<file path="src/rtl/if_fetch_stage.sv">
// Instruction-fetch stage: owns the PC, drives a variable-latency instruction
// memory and feeds {instruction, PC+4, valid} to the IF/ID register.
module if_fetch_stage #(
    parameter int              XLEN     = 32,
    parameter logic [XLEN-1:0] RESET_PC = '0
) (
    input  logic            clk,
    input  logic            rst,
    input  logic            stall,
    input  logic            redirect_valid,
    input  logic [XLEN-1:0] redirect_pc,
    output logic            imem_req,
    output logic [XLEN-1:0] imem_addr,
    input  logic            imem_ready,
    input  logic [XLEN-1:0] imem_rdata,
    output logic            valid_out,
    output logic [XLEN-1:0] ins_out,
    output logic [XLEN-1:0] pc_out
);

    typedef enum logic [1:0] {
        FETCH = 2'd0,
        HOLD  = 2'd1,
        DRAIN = 2'd2
    } state_t;

    localparam logic [XLEN-1:0] WORD_BYTES = XLEN'(4);

    state_t          state_reg, state_next;
    logic [XLEN-1:0] pc_reg, pc_next;
    logic [XLEN-1:0] redir_pc_reg, redir_pc_next;
    logic            valid_reg, valid_next;
    logic [XLEN-1:0] ins_reg, ins_next;
    logic [XLEN-1:0] pc_out_reg, pc_out_next;
    logic [XLEN-1:0] skid_ins_reg, skid_ins_next;
    logic [XLEN-1:0] skid_pc_reg, skid_pc_next;

    logic [XLEN-1:0] pc_plus4;
    logic [XLEN-1:0] redirect_aligned;
    logic            slot_free;

    assign pc_plus4         = pc_reg + WORD_BYTES;
    assign redirect_aligned = {redirect_pc[XLEN-1:2], 2'b00};
    assign slot_free        = !valid_reg || !stall;

    // DRAIN keeps requesting the old address: a request is never withdrawn.
    assign imem_req  = (state_reg != HOLD);
    assign imem_addr = pc_reg;

    assign valid_out = valid_reg;
    assign ins_out   = ins_reg;
    assign pc_out    = pc_out_reg;

    always_ff @(posedge clk or negedge rst) begin
        if (!rst) begin
            state_reg    <= FETCH;
            pc_reg       <= RESET_PC;
            redir_pc_reg <= '0;
            valid_reg    <= 1'b0;
            ins_reg      <= '0;
            pc_out_reg   <= '0;
            skid_ins_reg <= '0;
            skid_pc_reg  <= '0;
        end else begin
            state_reg    <= state_next;
            pc_reg       <= pc_next;
            redir_pc_reg <= redir_pc_next;
            valid_reg    <= valid_next;
            ins_reg      <= ins_next;
            pc_out_reg   <= pc_out_next;
            skid_ins_reg <= skid_ins_next;
            skid_pc_reg  <= skid_pc_next;
        end
    end

    always_comb begin
        state_next    = state_reg;
        pc_next       = pc_reg;
        redir_pc_next = redir_pc_reg;
        valid_next    = valid_reg;
        ins_next      = ins_reg;
        pc_out_next   = pc_out_reg;
        skid_ins_next = skid_ins_reg;
        skid_pc_next  = skid_pc_reg;

        case (state_reg)
            FETCH: begin
                if (redirect_valid) begin
                    valid_next = 1'b0;
                    if (imem_ready) begin
                        pc_next = redirect_aligned;
                    end else begin
                        redir_pc_next = redirect_aligned;
                        state_next    = DRAIN;
                    end
                end else if (imem_ready) begin
                    pc_next = pc_plus4;
                    if (slot_free) begin
                        ins_next    = imem_rdata;
                        pc_out_next = pc_plus4;
                        valid_next  = 1'b1;
                    end else begin
                        // Output slot is held by a stall: park the word in the skid.
                        skid_ins_next = imem_rdata;
                        skid_pc_next  = pc_plus4;
                        state_next    = HOLD;
                    end
                end else if (!stall) begin
                    valid_next = 1'b0;
                end
            end

            HOLD: begin
                if (redirect_valid) begin
                    valid_next = 1'b0;
                    pc_next    = redirect_aligned;
                    state_next = FETCH;
                end else if (!stall) begin
                    ins_next    = skid_ins_reg;
                    pc_out_next = skid_pc_reg;
                    valid_next  = 1'b1;
                    state_next  = FETCH;
                end
            end

            DRAIN: begin
                valid_next = 1'b0;
                if (redirect_valid) begin
                    redir_pc_next = redirect_aligned;
                end
                if (imem_ready) begin
                    // The latest redirect wins even if it lands on the completing cycle.
                    pc_next    = redirect_valid ? redirect_aligned : redir_pc_reg;
                    state_next = FETCH;
                end
            end

            default: begin
                state_next = FETCH;
                valid_next = 1'b0;
            end
        endcase
    end

endmodule
</file>
<file path="config.mk">
export PLATFORM = sky130hd
export DESIGN_NAME = if_fetch_stage
export DESIGN_NICKNAME = d
export VERILOG_FILES = /design/src/rtl/if_fetch_stage.sv
export SDC_FILE = /design/constraint.sdc
export NUM_CORES = 1
export LEC_CHECK = 0
export ABC_AREA = 0
export BUFFER_PORTS_ARGS = -buffer_cell sky130_fd_sc_hd__buf_2
export CAP_MARGIN = 20
export CELL_PAD_IN_SITES_DETAIL_PLACEMENT = 0
export CELL_PAD_IN_SITES_GLOBAL_PLACEMENT = 2
export CORE_ASPECT_RATIO = 0.7
export CORE_MARGIN = 5
export CORE_UTILIZATION = 35
export CTS_CLUSTER_SIZE = 8
export DETAILED_ROUTE_END_ITERATION = 8
export HOLD_SLACK_MARGIN = 0.05
export PLACE_DENSITY_LB_ADDON = 0.1
export RECOVER_POWER = 25
export SLEW_MARGIN = 20
export SYNTH_ARGS = -nofsm -noshare
export SYNTH_HDL_FRONTEND = slang
export SYNTH_SLANG_ARGS = --single-unit
</file>
<file path="constraint.sdc">
create_clock -name clk -period 2.8 [get_ports clk]
set_input_delay 0.14 -clock clk [delete_from_list [all_inputs] [get_ports clk]]
set_output_delay 0.14 -clock clk [all_outputs]
set_load 0.01 [all_outputs]
</file>
# Word-level counts from Yosys, hierarchy flattened
# Cells that the tools add are included.
word_totals:
  output_inout_bits: 98
  register_bits: 195
  wordCells: 79
  inputBits: 69
op_classes:
  add_sub_neg: 1
  n_eq_ne: 18
  n_mux: 37
  bitwise: 2
  reduce_logical: 13
ops:
  columns: ["operator", "n"]
  rows:
  - ["$mux W32", 18]
  - ["$pmux W32 S2", 3]
  - ["$pmux W32 S3", 1]
  - ["$add A32 B3 Y32 const B", 1]
  - ["$ne A2 B2 Y1 const B", 9]
  - ["$mux W2", 7]
  - ["$ne A3 B3 Y1 const B", 4]
  - ["$ne A4 B4 Y1 const B", 2]
  - ["$reduce_and A4 Y1", 2]
  - ["$mux W1", 6]
  - ["$pmux W2 S3", 1]
  - ["$reduce_and A3 Y1", 2]
  - ["$reduce_and A6 Y1", 1]
  - ["$reduce_and A5 Y1", 1]
  - ["$reduce_bool A2 Y1", 2]
  - ["$reduce_bool A3 Y1", 1]
  - ["$eq A2 B1 Y1 const B", 1]
  - ["$eq A2 B2 Y1 const B", 1]
  - ["$logic_not A1 Y1", 2]
  - ["$logic_not A2 Y1", 1]
  - ["$ne A2 B1 Y1 const B", 1]
  - ["$not A1 Y1", 2]
  - ["$pmux W1 S2", 1]
  - ["$logic_or A1 B1 Y1", 1]

# Depth between registers and ports, before layout
logic_depth:
  ltp_word: 6
  ltp_mapped: 9

# Least setup slack after synthesis
# Ideal clock, no wire load.
synth_timing:
  path_type: "register to register"
  from: "register state_reg[0]"
  to: "register redir_pc_reg[10]"
  slack_ns: 0.402
  t_arrival_ns: 2.274
  stages_incl_launch_ff: 8
  setup_ns: 0.125
  n_path_buf: 2
  required_ns: 2.675
  period_less_slack_ns: 2.398
  path_cell_list: "dfrtp_1 -> inv_1 -> ha_1 -> clkbuf_1 -> nor2_1 -> a211oi_1 -> clkbuf_1 -> mux2_2"
synth_between:
  elab_chain_len: 3
synth_lines:
  columns: ["item", "line_no", "source"]
  rows:
  - ["start: declaration", "29", "state_t state_reg, state_next;"]
  - ["start signal: assignment", "65", "state_reg <= state_next;"]
  - ["$eq A2 B2 Y1 / $logic_not A2 Y1 (equally long branches)", "86", "case (state_reg)"]
  - ["$reduce_bool A2 Y1 (no source line) / $ne A2 B2 Y1 (equally long branches)", null, null]
  - ["$reduce_and A3 Y1 (no source line)", null, null]
  - ["end signal: assignment", "67", "redir_pc_reg <= redir_pc_next;"]
  - ["end: declaration", "31", "logic [XLEN-1:0] redir_pc_reg, redir_pc_next;"]
# Parallel ways exist; a longest one is shown, timed or not.
# A chain may end at the register's enable or synchronous reset.

# Final worst setup path
layout_timing:
  from: "register pc_reg[8], in the netlist imem_addr[8]"
  to: "register skid_pc_reg[27]"
layout_between:
  elab_chain_len: 1
layout_lines:
  columns: ["item", "line_no", "source"]
  rows:
  - ["start: declaration", "30", "logic [XLEN-1:0] pc_reg, pc_next;"]
  - ["start signal: assignment", "66", "pc_reg <= pc_next;"]
  - ["$add A32 B3 Y32", "42", "assign pc_plus4 = pc_reg + WORD_BYTES;"]
  - ["end signal: assignment", "72", "skid_pc_reg <= skid_pc_next;"]
  - ["end: declaration", "36", "logic [XLEN-1:0] skid_pc_reg, skid_pc_next;"]
# No other way between the ends.

==> summary.txt <==
Status - finished, violations left
Failing checks - max-capacitance violations, max-slew violations
Synthesized flop and latch total - 195
Maximum number of pins on one net before global-route repair - 88
Sequential cell area fraction in the yosys report - 50.72%
Iteration-0 DRC Markers - 335
GR Overflow Total - 0
Final weighted congestion of routability-driven global placement - 0.7923
Worst relative slew slack - -34.79%
Critical path type - flip-flop to flip-flop
Leak - 5.399 nW
CP cell instances - nand4_4 > or4_1 > or4_4 > xor2_1 > a21oi_2
Hold Slack - 177.8 ps
Comb pwr share - 41.5%
Arrival @ worst endpoint - 2830 ps
Fin Clk Skew - 18.11 ps
Syn_nets - 1,043
Rows - 50
Cell Int Power - 0.007949 W
Mapped Cells - 970
Setup TNS Final - 0 ps
Crit path capture type - flip-flop
# port buffers - 164
Sequential share of power - 39.1%
Busiest grt layer - met2
Post-synthesis cell area - 9622 µm²
Total CTS buffers - 17
Chip width - 208.2 µm
Drt wl/cell - 18.39 µm
Htree depth - 4
# IOs - 167
Pre-antenna DRT Iters - 4
Slowest stage delay, CP - 740 ps
Clk Latency, worst-skew pair - 450 ps
Vias per inst - 5.130
Final critical-path required period - 2516 ps
Die H - 148.7 µm
CTS tree - done
CTS sink cnt - 195
Main flop type after synthesis - dfrtp_1
Hold Buf Count CTS - 63
Max Slew Vio Count - 72
Final nets - 1,254
Fin. Hold Viols - 0
Final HPWL DP - 19,400 µm
First-pass GRT wire length - 46,150 µm
Fraction of registers with async set/reset - 100.0%
Slew @ Worst Pin - 2022 ps
Postcts setup bufs - 0
Post-layout util - 45.68%
Gr usage total - 18.68%
Clock transition at path regs - 70 ps
Post-route antenna net violation count - 0
Worst hold path type - input port to flip-flop
Cts repair resizes - 0
Post-Route WL - 28,620 µm
CP Launch Type - flip-flop
Cell Pwr Density - 1056 nW/µm²
Clock Path Buffers - 2
Post-synth EDFFs - 0
Grt met2 use - 28.97%
Critical Path RT - 3110 ps
Initial antenna violation count - 0
Met3 usage - 4.449%
Sw Share - 38.75%
Total number of vias - 7,982
Yosys warning total - 0
Unrepaired setup endpoints after global routing - false
Critical path peak fanout - 9
P_sw - 0.005029 W
Synth Area per Inst - 9.919 µm²
M1 GR Usage - 26.77%
MaxCap Viol Count - 1
Antenna cell count - 0
Vias in the first global route - 7,958
Starting Density - 35.77%
Crit share post-route - 89.87%
Critical-path top delay cell - or4_1
VDD IR max - 0.0004594 V
Core Box Area - 26,900 µm²
Share of layout cells above drive strength 1 - 26.85%
Netlist cell types - 59
Final number of setup-violating endpoints - 0
CTS root buf - clkbuf_16
Area grow syn2layout - 27.71%
Clock share of power - 19.3%
DR DRC count - 0
Die area - 30,960 µm²
Fmax - 0.3974 GHz
==> cell families (layout without fill, tap and decap cells) <==
group,count (synthesis),in the layout,share of synthesized area (%)
muxes,118,118,13.24
AOI/OAI and AO/OA,278,278,17.57
buffers and inverters,96,318,3.875
and+or+nand+nor,259,259,12.26
xor gates and xnor gates,20,20,1.821
DFF,195,195,50.72
adders and majority gates,4,4,0.5202
==> layout make-up <==
| class | instances | area (µm²) |
|---|---|---|
| timing repair buffer | 270 | 1882 |
| fill | 2638 | 14610 |
| tap | 364 | 455.4 |
| sequential | 195 | 4880 |
| clock buffer | 23 | 488.0 |
| inverter | 18 | 67.56 |
| clock inverter | 7 | 98.84 |
| multi-input combinational | 679 | 4417 |
==> stage by stage <==
stage               area [µm²]  setup slack (ps)  total power [W]  instances
global placement         11080             333.7          0.01049       1463
detailed placement       11080             326.2          0.01056       1463
finish                   12290             283.5          0.01298       1556
CTS                      12300             298.6          0.01320       1556
global route             12290             121.2          0.01404       1556
floorplan                 9622             401.7         0.008288        970
==> synth_stat cells (all sizes together), types with 2 or more instances <==
cell type	instances	area (µm²)
a2bb2oi	11	96.34
nor3	21	105.1
o211ai	4	30.03
a21o	10	75.07
or4	4	37.53
a31oi	9	56.30
a22o	5	43.79
xor2	7	61.31
buf	14	63.80
nand3	16	80.08
a221oi	5	43.79
clkbuf	64	241.5
or3	5	31.28
a221o	2	20.02
o31a	7	61.31
a41oi	3	26.28
mux2	74	833.3
xnor2	13	113.9
dfrtp	195	4880
mux2i	44	440.4
o22ai	3	18.77
nor2b	4	25.02
o311ai	2	17.52
o32ai	4	35.03
and3	12	75.07
nand2	125	469.2
nor4	10	62.56
o22a	6	52.55
ha	4	50.05
o21ai	103	515.5
a211oi	2	15.01
inv	18	67.56
a21oi	84	424.2
nand4	8	65.06
nand2b	2	12.51
o31ai	6	45.04
nor2	48	180.2
o221ai	2	17.52
==> final timing paths <==
kind	start	endpoint	slack, ps	cells after the start
setup / recovery	imem_addr[8]$_DFFE_PN0P_	skid_pc_reg[27]$_DFFE_PN0P_	280	5
hold / removal	stall	valid_out$_DFFE_PN0P_	180	4
setup reg to reg	imem_addr[8]$_DFFE_PN0P_	skid_pc_reg[27]$_DFFE_PN0P_	280	5
hold reg to reg	pc_out[19]$_DFFE_PN0P_	pc_out[19]$_DFFE_PN0P_	470	2
max in group asynchronous	rst	ins_out[22]$_DFFE_PN0P_	670	3
min in group asynchronous	rst	imem_addr[22]$_DFFE_PN0P_	770	2
==> placed cells by master (no fill, tap or decap), types with 3 or more instances in the layout <==
cell           instances
dfrtp_1              195
o22ai_1                3
clkbuf_8               4
clkbuf_1               4
mux2i_1               44
o21ai_0              101
o32ai_1                3
o31ai_1                6
xnor2_1               13
nor2_1                47
nor4_1                10
inv_1                 18
dlygate4sd3_1         63
buf_12                 9
ha_1                   3
a41oi_1                3
nor3_1                21
mux2_2                74
buf_4                 33
a21oi_1               83
buf_2                162
a21o_1                10
a22o_1                 5
clkbuf_16             17
nand2_1              125
o211ai_1               4
nand3_1               16
a221oi_1               5
o22a_1                 6
nor2b_1                4
or3_1                  5
a31oi_1                9
and3_1                12
nand4_1                7
o31a_1                 7
xor2_1                 7
a2bb2oi_1             11
==> critical path: cells and delay by family (launching register included) <==
kind             cells  cell delay [ps]
AO/OA/AOI/OAI        1               90
XOR/XNOR             1              250
AND/OR/NAND/NOR      3             1550
flip-flops           1              500
==> power by group through the flow <==
stage | clock network [W] | logic, W | registers, W
final | 0.00251 | 0.00539 | 0.00508
after global routing | 0.00272 | 0.00605 | 0.00527
after CTS | 0.00260 | 0.00552 | 0.00508
after detailed placement | 0 | 0.00544 | 0.00512
after global placement | 0 | 0.00540 | 0.00510
after floorplan | 0 | 0.00310 | 0.00519
==> routing by layer <==
layer	share of wire, %	wire [µm]	vias to the layer above
met5	0	0	-
met4	0.89	255	0
met3	4.7	1332	15
met2	45	12970	162
met1	49	14060	3900
li1	-	-	3905
No activity file was read; power rests on OpenSTA's default activity.
